--- src/rtl/jtcontra_vbank.sv ---
// Graphics ROM bank controller: per-channel shadow/active bank registers, tile-address
// banking with object bypass, and a guard that hides stale rom_ok after address changes.

module jtcontra_vbank_ch #(
   parameter int LW    = 14,
   parameter int BW    = 4,
   parameter int MODE  = 1,
   parameter int GUARD = 2,
   localparam int AW   = LW + BW
) (
   input  logic          clk,
   input  logic          rst,
   input  logic          wr,
   input  logic          vb_edge,
   input  logic [BW-1:0] din,
   input  logic          obj_sel,
   input  logic [AW-1:0] pre_addr,
   input  logic          pre_cs,
   input  logic          rom_ok,
   output logic [BW-1:0] active,
   output logic          pend,
   output logic [AW-1:0] rom_addr,
   output logic          rom_cs,
   output logic          data_ok
);
   localparam logic [2:0] GLOAD = 3'(GUARD);

   logic [BW-1:0] shadow, shadow_nxt, active_nxt;
   logic          pend_nxt;
   logic [AW-1:0] addr_nxt;
   logic [2:0]    guard_cnt, guard_nxt;

   always_comb begin
      shadow_nxt = shadow;
      active_nxt = active;
      pend_nxt   = pend;
      if (MODE == 0) begin
         if (pend) begin
            active_nxt = shadow;
            pend_nxt   = 1'b0;
         end
         if (wr) begin
            shadow_nxt = din;
            pend_nxt   = 1'b1;
         end
      end else if (vb_edge && wr) begin
         // a write landing on the blanking edge takes effect immediately
         shadow_nxt = din;
         active_nxt = din;
         pend_nxt   = 1'b0;
      end else begin
         if (vb_edge && pend) begin
            active_nxt = shadow;
            pend_nxt   = 1'b0;
         end
         if (wr) begin
            shadow_nxt = din;
            pend_nxt   = 1'b1;
         end
      end
   end

   // bit LW of a tile address selects banked space; upper chip bits are dropped
   always_comb begin
      addr_nxt = obj_sel ? pre_addr
                         : {active & {BW{pre_addr[LW]}}, pre_addr[LW-1:0]};
   end

   always_comb begin
      guard_nxt = guard_cnt;
      if (addr_nxt != rom_addr || active_nxt != active)
         guard_nxt = GLOAD;
      else if (guard_cnt != 3'd0)
         guard_nxt = guard_cnt - 3'd1;
   end

   always_ff @(posedge clk) begin
      if (rst) begin
         shadow    <= '0;
         active    <= '0;
         pend      <= 1'b0;
         guard_cnt <= 3'd0;
         rom_addr  <= '0;
         rom_cs    <= 1'b0;
      end else begin
         shadow    <= shadow_nxt;
         active    <= active_nxt;
         pend      <= pend_nxt;
         guard_cnt <= guard_nxt;
         rom_addr  <= addr_nxt;
         rom_cs    <= pre_cs;
      end
   end

   assign data_ok = rom_ok & rom_cs & (guard_cnt == 3'd0) & ~rst;
endmodule

module jtcontra_vbank #(
   parameter int CH    = 2,
   parameter int LW    = 14,
   parameter int BW    = 4,
   parameter int MODE  = 1,
   parameter int GUARD = 2,
   localparam int AW   = LW + BW,
   localparam int CHW  = (CH > 1) ? $clog2(CH) : 1
) (
   input  logic             clk,
   input  logic             rst,
   input  logic             pxl_cen,
   input  logic             LVBL,
   input  logic             cpu_cen,
   input  logic             bank_we,
   input  logic [CHW-1:0]   bank_ch,
   input  logic [BW-1:0]    bank_din,
   output logic [BW-1:0]    bank_dout,
   output logic [CH-1:0]    bank_pend,
   input  logic [CH-1:0]    obj_sel,
   input  logic [CH*AW-1:0] pre_addr,
   input  logic [CH-1:0]    pre_cs,
   output logic [CH*AW-1:0] rom_addr,
   output logic [CH-1:0]    rom_cs,
   input  logic [CH-1:0]    rom_ok,
   output logic [CH-1:0]    data_ok
);
   localparam logic [CHW:0] CHL = (CHW+1)'(CH);

   logic                  lvbl_l, vb_edge, ch_ok;
   logic [CH-1:0]         wr_sel;
   logic [CH-1:0][BW-1:0] active;

   always_ff @(posedge clk) begin
      if (rst)          lvbl_l <= 1'b0;
      else if (pxl_cen) lvbl_l <= LVBL;
   end

   assign vb_edge = pxl_cen & lvbl_l & ~LVBL;
   assign ch_ok   = {1'b0, bank_ch} < CHL;

   always_comb begin
      wr_sel = '0;
      if (bank_we && cpu_cen && ch_ok) wr_sel[bank_ch] = 1'b1;
   end

   assign bank_dout = ch_ok ? active[bank_ch] : '0;

   for (genvar n = 0; n < CH; n++) begin : g_ch
      jtcontra_vbank_ch #(
         .LW(LW), .BW(BW), .MODE(MODE), .GUARD(GUARD)
      ) u_ch (
         .clk      (clk),
         .rst      (rst),
         .wr       (wr_sel[n]),
         .vb_edge  (vb_edge),
         .din      (bank_din),
         .obj_sel  (obj_sel[n]),
         .pre_addr (pre_addr[n*AW +: AW]),
         .pre_cs   (pre_cs[n]),
         .rom_ok   (rom_ok[n]),
         .active   (active[n]),
         .pend     (bank_pend[n]),
         .rom_addr (rom_addr[n*AW +: AW]),
         .rom_cs   (rom_cs[n]),
         .data_ok  (data_ok[n])
      );
   end
endmodule

--- config.mk ---
export PLATFORM = sky130hd
export DESIGN_NAME = jtcontra_vbank
export DESIGN_NICKNAME = d
export VERILOG_FILES = /design/src/rtl/jtcontra_vbank.sv
export SDC_FILE = /design/constraint.sdc
export NUM_CORES = 1
export LEC_CHECK = 0
export ABC_CLOCK_PERIOD_IN_PS = 4400
export CORE_MARGIN = 5
export CORE_UTILIZATION = 35
export CTS_BUF_LIST = sky130_fd_sc_hd__clkbuf_4 sky130_fd_sc_hd__clkbuf_8
export CTS_CLUSTER_SIZE = 28
export DETAILED_ROUTE_END_ITERATION = 6
export REMOVE_ABC_BUFFERS = 1
export SYNTH_ARGS = -nofsm -noshare
export SYNTH_HDL_FRONTEND = slang
export SYNTH_SLANG_ARGS = --single-unit
--- constraint.sdc ---
create_clock -name clk -period 4.4 [get_ports clk]
set_input_delay 1.32 -clock clk [delete_from_list [all_inputs] [get_ports clk]]
set_output_delay 1.32 -clock clk [all_outputs]
set_load 0.05 [all_outputs]
==> results.cfg <==
[synth]
synthArstFlopShare_pct = 0
syn-instance-count = 348
synth_edf_count = 0
syn_area_per_cell_um2 = 8.81
synth_area_mm2 = 0.00307
synth-main-ff-cell = dfxtp_1
ys_top_cells_by_area = dfxtp_1 41%, xor2_1 9.4%, nor2b_1 6.5%, nand2_1 4.7%, xnor2_1 3.7%
yosysSeqAreaShare_pct = 41.1
yosysMostFrequentCell = dfxtp_1
netlist_top_cells_count = 63 x dfxtp_1, 38 x nand2_1, 33 x xor2_1
synthDistinctLibCells = 50
synth_top_area_cell = dfxtp_1
ys_warn_count = 0
synth_top_area_share_pct = 41.1
ys_ff_latch = 63

[route]
wl_per_cell_um = 14.3
wirelength_mm = 7.83
drt_first_pass_iters = 4
dr_wl_met2_mm = 3.56
dr_wl_met3_um = 680
ant_nets = 0
remaining_drc_errors = 0
vias_per_cell = 4.98
wl_met1_mm = 3.49
vias = 2721
top_layer = met4
first_iter_violations = 114

[timing]
finalSetupViolCount = 0
finalCritPeriodShare_pct = 89.6
slew_headroom_pct = 48.0
worst_pin_slew_ps = 780
fmax_mhz = 254
hold_ws_ps = 486
min_period_ps = 3940
fin_setup_tns_ps = 0
fin_skew_ps = 8.54
drv_slew = 0
rsz0062_at_grt = no
finalHoldViolCount = 0

[grt]
grt_pass1_wl_mm = 13.3
overflow = 0
antenna_found_initial = 0
grt_pass1_vias = 2776
grt.total_usage_pct = 14.8
grt_max_degree = 62

[floorplanning]
initial_core_util_pct = 35.5
io_pins = 99
num_rows = 34
die_h_um = 104
die-area_mm2 = 0.0107
die_x_um = 104
core_area_mm2 = 0.00864

[worst_setup_path]
slowest_stage = clkdlybuf4s50_1
critPathArrivalTime_ps = 2620
critPathMaxFanout = 9
reg2reg_slack_ps = 2400
rr_worst_depth = 6
r2r-start = g_ch[0].u_ch.rom_addr[4]$_SDFF_PP0_
end_kind = primary output
reg2reg_to = g_ch[0].u_ch.guard_cnt[1]$_SDFFE_PP0P_
crit_chain = clkdlybuf4s50_1 > mux2_2 > buf_4
crit_type = input port to primary output
critPathRequiredTime_ps = 3080
critPathMaxStageDelay_ps = 720
cp-start-kind = input port

[cells_and_area]
drive_gt1_share_pct = 8.22
nNetsFinal = 488
area_delta_synth_final_pct = 39.9
n_antenna_cell = 0

[power]
p_int_mw = 1.05
p_clk_share_pct = 40.2
powerDensity_mw_per_mm2 = 338
p_leak_nw = 1.58
sw_frac_of_total_pct = 27.2
p_sw_uw = 393
irDropWorstVdd_v = 0.000181
combPwrFrac_pct = 17.5
power_frac_seq_pct = 42.3

[clock_network]
cts_tree = done
insertion_delay_ps = 330
clock_path_buffers = 2
clkTransAtPathRegs_ps = 70
hold_buffers = 0
cts_setup_buffers = 0
root_buffer = clkbuf_8
cts_htree_levels = 3
cts_buffers = 9
cts_resized = 0
cts_sinks = 63

[min_path]
min_from = g_ch[0].u_ch.shadow[0]$_SDFFE_PP0P_
holdPathEnd = g_ch[0].u_ch.shadow[0]$_SDFFE_PP0P_
hold_depth = 2
hp-class = register to register

[outcome]
status = finished, final reports clean

[place]
port_buffers = 98
place_congestion = 0.829
dp_hpwl_mm = 5.66

[run]
cap_violations = 0
power groups by stage:
stage / clock, mW / sequential [mW] / combinational, mW
2_1_floorplan: 0 / 0.688 / 0.0700
3_3_place_gp: 0 / 0.625 / 0.254
3_5_place_dp: 0 / 0.626 / 0.256
4_1_cts: 0.601 / 0.612 / 0.257
5_1_grt: 0.626 / 0.616 / 0.273
6_report: 0.582 / 0.612 / 0.254
registers in the layout, indices dropped and copies added (netlist names):
| name | cells |
|---|---|
| g_ch.u_ch.rom_addr | 36 |
| g_ch.u_ch.active | 8 |
| g_ch.u_ch.shadow | 8 |
| g_ch.u_ch.guard_cnt | 6 |
| g_ch.u_ch.pend | 2 |
| g_ch.u_ch.rom_cs | 2 |
| lvbl_l | 1 |
cells in the final DEF, fill, tap and decap left out, types with 8 or more instances in the layout:
cell              n
clkdlybuf4s50_1  91
dfxtp_1          63
nand2_1          38
xor2_1           33
nor2b_1          32
nor2_1           23
a21oi_1          18
xnor2_1          13
nand3_1          12
clkbuf_8         11
o21ai_0          10
a311oi_1          8
kinds of logic after synthesis:
kind of cell / synth area share (%)
AND/OR/NAND/NOR: 25.1
flip-flops: 41.1
AO/OA/AOI/OAI: 13.2
XOR/XNOR: 13.1
buffers and inverters: 4.90
multiplexers: 1.76
adder cells (fa/ha/maj): 0.816
cell type report:
class                   instances  area (um2)
repair buffers                 99         981
inverters                       7        26.3
clock inverters                 5        80.1
flip-flops and latches         63        1260
fillers                       828        4350
clock buffers                  11         151
well taps                     108         135
multi-input cells             253        1650
worst max-delay path: cells and delay by family:
family | cells | cell delay, ps
buffers and inverters | 2 | 910
muxes | 1 | 390
worst max-delay path by stage:
stage	depth (start not counted)	from	endpoint
floorplan	1	bank_ch	bank_dout[1]
global placement	3	bank_ch	bank_dout[3]
detailed placement	3	bank_ch	bank_dout[3]
CTS	3	bank_ch	bank_dout[3]
global route	3	bank_ch	bank_dout[2]
finish	3	bank_ch	bank_dout[2]
routing by layer:
| metal | global-route usage, % | vias up |
|---|---|---|
| met5 | 0 | - |
| met4 | 4.78 | 0 |
| met3 | 5.97 | 8 |
| met2 | 23.3 | 99 |
| met1 | 18.4 | 1246 |
| li1 | - | 1368 |
per-stage QoR:
step / instance area (um2) / util (%) / setup WS (ps) / cells / total power, mW
floorplan: 2940 / - / 664 / 323 / 0.758
global placement: 4060 / 47.0 / 479 / 530 / 0.879
detailed placement: 4060 / 47.0 / 469 / 530 / 0.881
CTS: 4290 / 49.7 / 463 / 546 / 1.47
global route: 4290 / 49.7 / 416 / 546 / 1.52
finish: 4290 / 49.7 / 456 / 546 / 1.45
Note: power is estimated with default switching activity, not from simulation.
